**src/rtl/keypad_fifo_ctrl.sv**
```systemverilog
// Keypad scanner sequencer with a small code FIFO behind two CPU registers (data at BASE, status at BASE+1).
// Optional KPFIFO_OVERFLOW_DROP_EN: keep polling when full, drop the code and set a sticky overflow flag.
module keypad_fifo_ctrl #(
    parameter logic [11:0] BASE     = 12'h900,
    parameter int          DEPTH    = 4,
    parameter int          PTR_W    = 2,
    parameter int          POLL_GAP = 16
) (
    input  logic        clk,
    input  logic        reset,
    input  logic [11:0] address,
    input  logic        mem_wrt,
    input  logic [15:0] cpu_wdata,
    output logic [15:0] rd_data,
    output logic        sel,
    input  logic [3:0]  kp_keyout,
    output logic        kp_statusordata,
    output logic        kp_ack
);
    localparam int             CW        = PTR_W + 1;
    localparam logic [CW-1:0]  FULL_CNT  = CW'(DEPTH);
    localparam logic [11:0]    STAT_ADDR = BASE + 12'd1;
    localparam int             GAP_W     = (POLL_GAP > 1) ? $clog2(POLL_GAP) : 1;
    localparam logic [GAP_W-1:0] GAP_LAST = GAP_W'(POLL_GAP - 1);

    typedef enum logic [2:0] {IDLE, STAT, DATA, PUSH, GAP} state_t;

    state_t             state, state_n;
    logic [GAP_W-1:0]   gap_cnt;
    logic [3:0]         code_q;
    logic [3:0]         mem [DEPTH];
    logic [PTR_W-1:0]   wr_ptr, rd_ptr;
    logic [CW-1:0]      count;
    logic               prev_addr_hit;
    logic               push_req, push_ok, pop, flush;
    logic               full, not_empty, hit_data, hit_stat, ovf;
    logic               unused_wdata;

    assign unused_wdata = ^cpu_wdata[15:1];

    assign full      = (count == FULL_CNT);
    assign not_empty = (count != '0);
    assign hit_data  = (address == BASE);
    assign hit_stat  = (address == STAT_ADDR);
    assign sel       = hit_data | hit_stat;

    // Only the first cycle of a BASE access pops, so stretched reads consume one entry.
    assign pop     = hit_data & ~prev_addr_hit & ~mem_wrt & not_empty;
    assign flush   = hit_stat & mem_wrt & cpu_wdata[0];
    assign push_ok = push_req & (~full | pop);

    always_comb begin
        state_n         = state;
        kp_statusordata = 1'b0;
        kp_ack          = 1'b0;
        push_req        = 1'b0;
        case (state)
            IDLE: begin
`ifdef KPFIFO_OVERFLOW_DROP_EN
                state_n = STAT;
`else
                if (!full) state_n = STAT;
`endif
            end
            STAT: begin
                kp_statusordata = 1'b1;
                state_n = kp_keyout[0] ? DATA : IDLE;
            end
            DATA: state_n = PUSH;
            PUSH: begin
                kp_ack   = 1'b1;
                push_req = 1'b1;
                state_n  = GAP;
            end
            GAP:  if (gap_cnt == GAP_LAST) state_n = IDLE;
            default: state_n = IDLE;
        endcase
    end

    always_ff @(posedge clk or posedge reset) begin
        if (reset) begin
            state         <= IDLE;
            gap_cnt       <= '0;
            code_q        <= '0;
            prev_addr_hit <= 1'b0;
        end else begin
            state         <= state_n;
            prev_addr_hit <= hit_data;
            if (state == DATA) code_q <= kp_keyout;
            if (state == GAP && gap_cnt != GAP_LAST) gap_cnt <= gap_cnt + GAP_W'(1);
            else                                     gap_cnt <= '0;
        end
    end

    always_ff @(posedge clk or posedge reset) begin
        if (reset) begin
            wr_ptr <= '0;
            rd_ptr <= '0;
            count  <= '0;
        end else if (flush) begin
            wr_ptr <= '0;
            rd_ptr <= '0;
            count  <= '0;
        end else begin
            if (push_ok) wr_ptr <= wr_ptr + PTR_W'(1);
            if (pop)     rd_ptr <= rd_ptr + PTR_W'(1);
            case ({push_ok, pop})
                2'b10:   count <= count + CW'(1);
                2'b01:   count <= count - CW'(1);
                default: count <= count;
            endcase
        end
    end

    always_ff @(posedge clk) begin
        if (push_ok && !flush) mem[wr_ptr] <= code_q;
    end

`ifdef KPFIFO_OVERFLOW_DROP_EN
    logic ovf_q;
    always_ff @(posedge clk or posedge reset) begin
        if (reset)                      ovf_q <= 1'b0;
        else if (flush)                 ovf_q <= 1'b0;
        else if (push_req && !push_ok)  ovf_q <= 1'b1;
    end
    assign ovf = ovf_q;
`else
    assign ovf = 1'b0;
`endif

    always_comb begin
        rd_data = 16'h0000;
        if (hit_data && not_empty) rd_data = {12'h000, mem[rd_ptr]};
        else if (hit_stat)         rd_data = {ovf, 10'b0, 3'(count), full, not_empty};
    end
endmodule

```
**config.mk**
```make
export PLATFORM = sky130hd
export DESIGN_NAME = keypad_fifo_ctrl
export DESIGN_NICKNAME = d
export VERILOG_FILES = /design/src/rtl/keypad_fifo_ctrl.sv
export SDC_FILE = /design/constraint.sdc
export NUM_CORES = 1
export LEC_CHECK = 0
export CAP_MARGIN = 40
export CORE_MARGIN = 5
export CORE_UTILIZATION = 30
export CTS_BUF_LIST = sky130_fd_sc_hd__clkbuf_4 sky130_fd_sc_hd__clkbuf_8
export CTS_CLUSTER_SIZE = 28
export DETAILED_ROUTE_END_ITERATION = 10
export PLACE_DENSITY_LB_ADDON = 0.25
export SLEW_MARGIN = 5
export SYNTH_ARGS = -nofsm -noshare
export SYNTH_HDL_FRONTEND = slang
export SYNTH_SLANG_ARGS = --single-unit
```
**constraint.sdc**
```tcl
create_clock -name clk -period 2.1 [get_ports clk]
set_input_delay 0.315 -clock clk [delete_from_list [all_inputs] [get_ports clk]]
set_output_delay 0.315 -clock clk [all_outputs]
set_load 0.02 [all_outputs]
```
==> results.toml <==
[die]
core_sq_um = 5920
dieWidth_microns = 87.8
ioPinCount = 54
initial_core_util_pct = 30.7
fp.dieArea_sq_um = 7710
die_h_microns = 87.8
fp-row-count = 28

[worst_setup_path]
critPathMaxFanout = 3
cp_slowest_cell = "mux4_2"
crit_required_ns = 1.78
cp.arrival_ns = 1.75
cp-startpoint = "rd_ptr[0]$_DFFE_PP0P_"
critPathCaptureType = "output pin"
startpoint_type = "flop"
cp_top_family = "multiplexers"
crit_type = "reg2out"
path_buf_inv = 2
cp_cell_sequence = "buf_12, mux4_2, o221a_2, buf_2"
critical-path-max-stage-delay_ns = 0.49
r2r_start = "count[0]$_DFFE_PP0P_"

[final_layout]
n_antenna_cell = 0
drive_gt1_share_pct = 32.7
area.growth.synth_to_final_pct = 33.2
final_util_pct = 40.9
multi_input_area_sq_um = 816
nNetsFinal = 236
design_area_sq_um = 2420
seq_area_sq_um = 957
fillers = 555

[clocking]
cts_tree = "built"
clock_sinks = 35
cts_max_level = 2
root_buffer = "clkbuf_8"
clkLatencyLatePin_ns = 0.28
cts_buffer_depth = 2
cts_buffers = 5
clk_pin_slew_ns = 0.07

[pwr]
total_leakage_power_nw = 1.06
power_density_nw_per_um2 = 984
peakVddDrop_mv = 0.436

[global_route]
grt_overflow = 0
antenna_found_initial = 0
grt_pass1_wl_mm = 6.53
grt_max_degree = 20
first_global_vias = 1364
grt_usage_pct = 11.1

[timing]
clock_skew_ns = 0.0111
setup_viol = 0
hold-worst-slack_ns = 0.345
worst_pin_slew_ns = 0.616
fmax_ghz = 0.483
worst_slew_margin_rel_pct = 58.8
rsz0062_at_grt = "yes"
finalMaxSlewViolations = 0
fin_crit_sh_pct = 98.6
finalHoldViolCount = 0
fin_crit_ns = 2.07

[routing]
wirelength_mm = 4.07
via_per_inst = 4.59
antenna_left = 0
drc = 0
firstDrtPassIters = 4
routedWlPerCell_microns = 15.0
vias = 1245
drt_iter0_markers = 88

[yosys]
synthTopCellsByArea = "edfxtp_1, dfrtp_1, mux4_2"
synth_top_area_share_pct = 26.4
synth_edf_count = 16
ys.warnings.count = 0
ys_top_cells_by_count = "dfrtp_1, edfxtp_1, nor2_1"
synth.distinct_cells = 37
synth_most_common_cell = "dfrtp_1"
avgSynthCellArea_sq_um = 12.4
synth_area_leader_cell = "edfxtp_1"
ys_ff_latch = 35
synth_cells = 147
synthFlopType = "dfrtp_1"
synth-seq-area-share_pct = 52.6
synth_area_sq_um = 1820
async_flop_share_pct = 54.3

[place]
dp_hpwl_mm = 3.16
gp_congestion = 0.788
dpl_cell_area_sq_um = 2210
portBuffers = 27

[hold_path]
hold_class = "in2async"

[status]
status = "finished clean"

[run]
cap_violations = 0
==> area by class of cell <==
class                   count  share of cell area (%)
repair buffers             45                    17.0
multi-input cells         101                    33.7
clock buffers               6                    3.15
flip-flops and latches     35                    39.6
inverters                   7                    1.19
well taps                  75                    3.88
clock inverters             2                    1.55
==> logic make-up after synthesis <==
| group | Yosys count | synth area share (%) |
|---|---|---|
| mux | 12 | 9.64 |
| buf+inv | 21 | 6.61 |
| simple gates | 54 | 18.7 |
| xor+xnor | 3 | 1.45 |
| fa+ha+maj | 6 | 4.55 |
| compound gates | 15 | 6.27 |
| other cells | 1 | 0.206 |
| flops | 35 | 52.6 |
==> state kept, by name, summed over array words and instances, names as in the netlist <==
register and flops:
code_q 4, count 3, gap_cnt 4, mem 16
prev_addr_hit 1, rd_ptr 2, state 3, wr_ptr 2
==> through the flow <==
step	instances	setup TNS, ns	power (W)	setup slack, ns
2_1_floorplan	157	0	0.00151	0.223
5_1_grt	271	-0.0513	0.00255	-0.0242
3_5_place_dp	257	-8.16	0.00178	-0.422
4_1_cts	265	-0.0647	0.00239	-0.0647
3_3_place_gp	257	-5.51	0.00171	-0.295
6_report	271	0	0.00238	0.0304
==> per-layer routing <==
layer | GRT usage (%) | vias up | part of all wire [%]
li1 | - | 597 | -
met1 | 12.2 | 610 | 39
met2 | 20.3 | 36 | 54
met3 | 3.29 | 2 | 6.9
met4 | 3.63 | 0 | 0.52
met5 | 0 | - | 0
==> worst paths after layout <==
check	end	slack, ns	depth (start not counted)
worst min-delay path	prev_addr_hit$_DFF_PP0_	0.34	3
worst max-delay path	rd_data[3]	0.03	4
worst min register to register	gap_cnt[0]$_DFF_PP0_	0.47	1
min in group clk	gap_cnt[0]$_DFF_PP0_	0.47	1
worst max register to register	count[2]$_DFFE_PP0P_	0.25	7
max in group asynchronous	rd_ptr[0]$_DFFE_PP0P_	1.53	3
==> power by group <==
group          internal (W)  leakage [nW]  switching (W)
logic              0.000327         0.621       0.000356
clock network      0.000367        0.0548       0.000232
registers          0.000914         0.386       0.000185
==> tightest hold or removal path: stages <==
cell and delay, ns:
clkdlybuf4s50_1 0.39, inv_1 0.05, buf_4 0.25
==> cells in the final DEF (no fill, tap or decap), types with 2 or more instances in the layout <==
cell             count
a21oi_1              6
and3_1               2
and3_2               4
buf_2                3
buf_4               18
clkbuf_8             5
clkdlybuf4s50_1     16
conb_1              11
dfrtp_1             18
dlymetal6s2s_1       4
edfxtp_1            16
ha_1                 5
inv_1                4
inv_2                2
mux2_2               4
mux2i_1              3
mux4_2               4
nand2_1              9
nand2b_1             2
nand3_1              5
nor2_1              15
nor3_2               2
nor3b_1              2
nor4_4               2
o21ai_0              3
o221a_2              2
xor2_1               2
==> what timing repair did <==
item                       4_1_cts  5_1_grt
buffers inserted                 0        6
pin swaps                        2        3
gates cloned                     0        0
resized for setup               30       17
setup endpoints to repair       23       22
hold buffers                     0        0
(Power assumes the default switching activity.)
==> patch: new RTL, same settings <==
Change the parameter `POLL_GAP` from 16 to 32.
--- a/src/rtl/keypad_fifo_ctrl.sv
+++ b/src/rtl/keypad_fifo_ctrl.sv
@@ -5,5 +5,5 @@
     parameter int          DEPTH    = 4,
     parameter int          PTR_W    = 2,
-    parameter int          POLL_GAP = 16
+    parameter int          POLL_GAP = 32
 ) (
     input  logic        clk,
Function: same outputs for any inputs over 10 cycles, from zero or initial values and one cycle with reset high; that may be too few to reach the edited logic, so the function may still have changed.
==> patch against the unedited design <==
Total power decreased by 7.0%. Register-to-register slack worse by 0.07 ns. Clock skew shrank 0.0036 ns. Hold slack improved by 0.010 ns. Sequential cell count is 1 higher. Critical path depth up 5. Cell area up 0.72%. Combinational power down 7.5%. Critical endpoint is now count[2]. Routed wire length down 6.8%. Critical path type is now input port to register. Worst setup slack improved by 0.059 ns. Area after synthesis increased by 3.1%.
==> patch: results (changes against the unedited design) <==
route:
  avgRoutedWirePerCell_um: 13.7  # was 15.0 µm
  initialDrtViolationCount: 50  # was 88
  wl_met1_um: 1590  # was 1570 µm
  wl_met2_um: 1840  # was 2190 µm
  wl_met3_um: 299  # was 281 µm
  dr.pass1.iters: 2  # was 4
grt:
  grt_pass1_wl_um: 6030  # was 6530 µm
  grtUsageTotal_pct: 9.90  # was 11.1%
  met2_usage_pct: 17.1  # was 20.3%
  grt_max_degree: 21  # was 20
power_and_ir_drop:
  leakagePower_nw: 1.14  # was 1.06 nW
  power_frac_clock_pct: 21.5  # was 25.1%
  pwr-share-comb_pct: 28.5  # was 28.7%
cells_and_area:
  nNonClkBuffers: 50  # was 45
  buf_share_pct: 18.1  # was 17.0%
  multi_input_cells: 100  # was 101
  seqAreaFraction_pct: 40.3  # was 39.6%
  clkbuf_count: 5  # was 6
  multi_input_area_share_pct: 33.0  # was 33.7%
place:
  dp_worst_setup_slack_ns: -0.401  # was -0.422 ns
  dp_hpwl_um: 2920  # was 3160 µm
  placed_area_mm2: 0.00229  # was 0.00221 mm²
yosys:
  synthArstFlopShare_pct: 55.6  # was 54.3%
  synth_common_cells: "dfrtp_1 (20), edfxtp_1 (16), nor2_1 (14)"  # was dfrtp_1 (19), edfxtp_1 (16), nor2_1 (15)
  synth_cell_type_count: 40  # was 37
  ys_top_cells_by_area: "dfrtp_1 (27%), edfxtp_1 (26%), mux4_2 (4.8%)"  # was edfxtp_1 (26%), dfrtp_1 (26%), mux4_2 (5.0%)
  synth_cells: 150  # was 147
critical_path:
  startpoint: "address[9]"  # was rd_ptr[0]
  cpPeakStageDelay_ns: 0.42  # was 0.49 ns
  cp_data_arrival_time_ns: 2.22  # was 1.75 ns
  path_delay_family: "buffers and inverters"  # was multiplexers
sta:
  clock_skew_ns: 0.00758  # was 0.0111 ns
outcome:
  status: "finished, final reports clean"  # unchanged
clocking:
  cts_setup_buffers: 1  # was 0
[patch: cell count changes in the layout (fill, tap and decap cells not counted), sizes merged, moves of 3 or more]
cell and delta:
buf +5, dlymetal6s2s +4, nand3 -4, clkinv +3, clkdlybuf4s50 -3
[patch: cells by family after synthesis]
family	Yosys count	share of synthesized area, %
AO/OA/AOI/OAI	9	3.81
XOR/XNOR	4	1.87
adder cells (fa/ha/maj)	7	5.08
buffers and inverters	24	8.02
flip-flops	36	52.4
multiplexers	14	10.4
other	1	0.200
AND/OR/NAND/NOR	55	18.2
[patch: worst paths after layout]
kind | depth (start not counted) | slack, ns | endpoint
max | 9 | 0.09 | count[2]
min in group clk | 1 | 0.47 | gap_cnt[0]
max reg2reg | 6 | 0.18 | count[2]
max in group asynchronous | 3 | 1.52 | rd_ptr[0]
min | 3 | 0.35 | rd_ptr[1]
min reg2reg | 1 | 0.47 | gap_cnt[0]
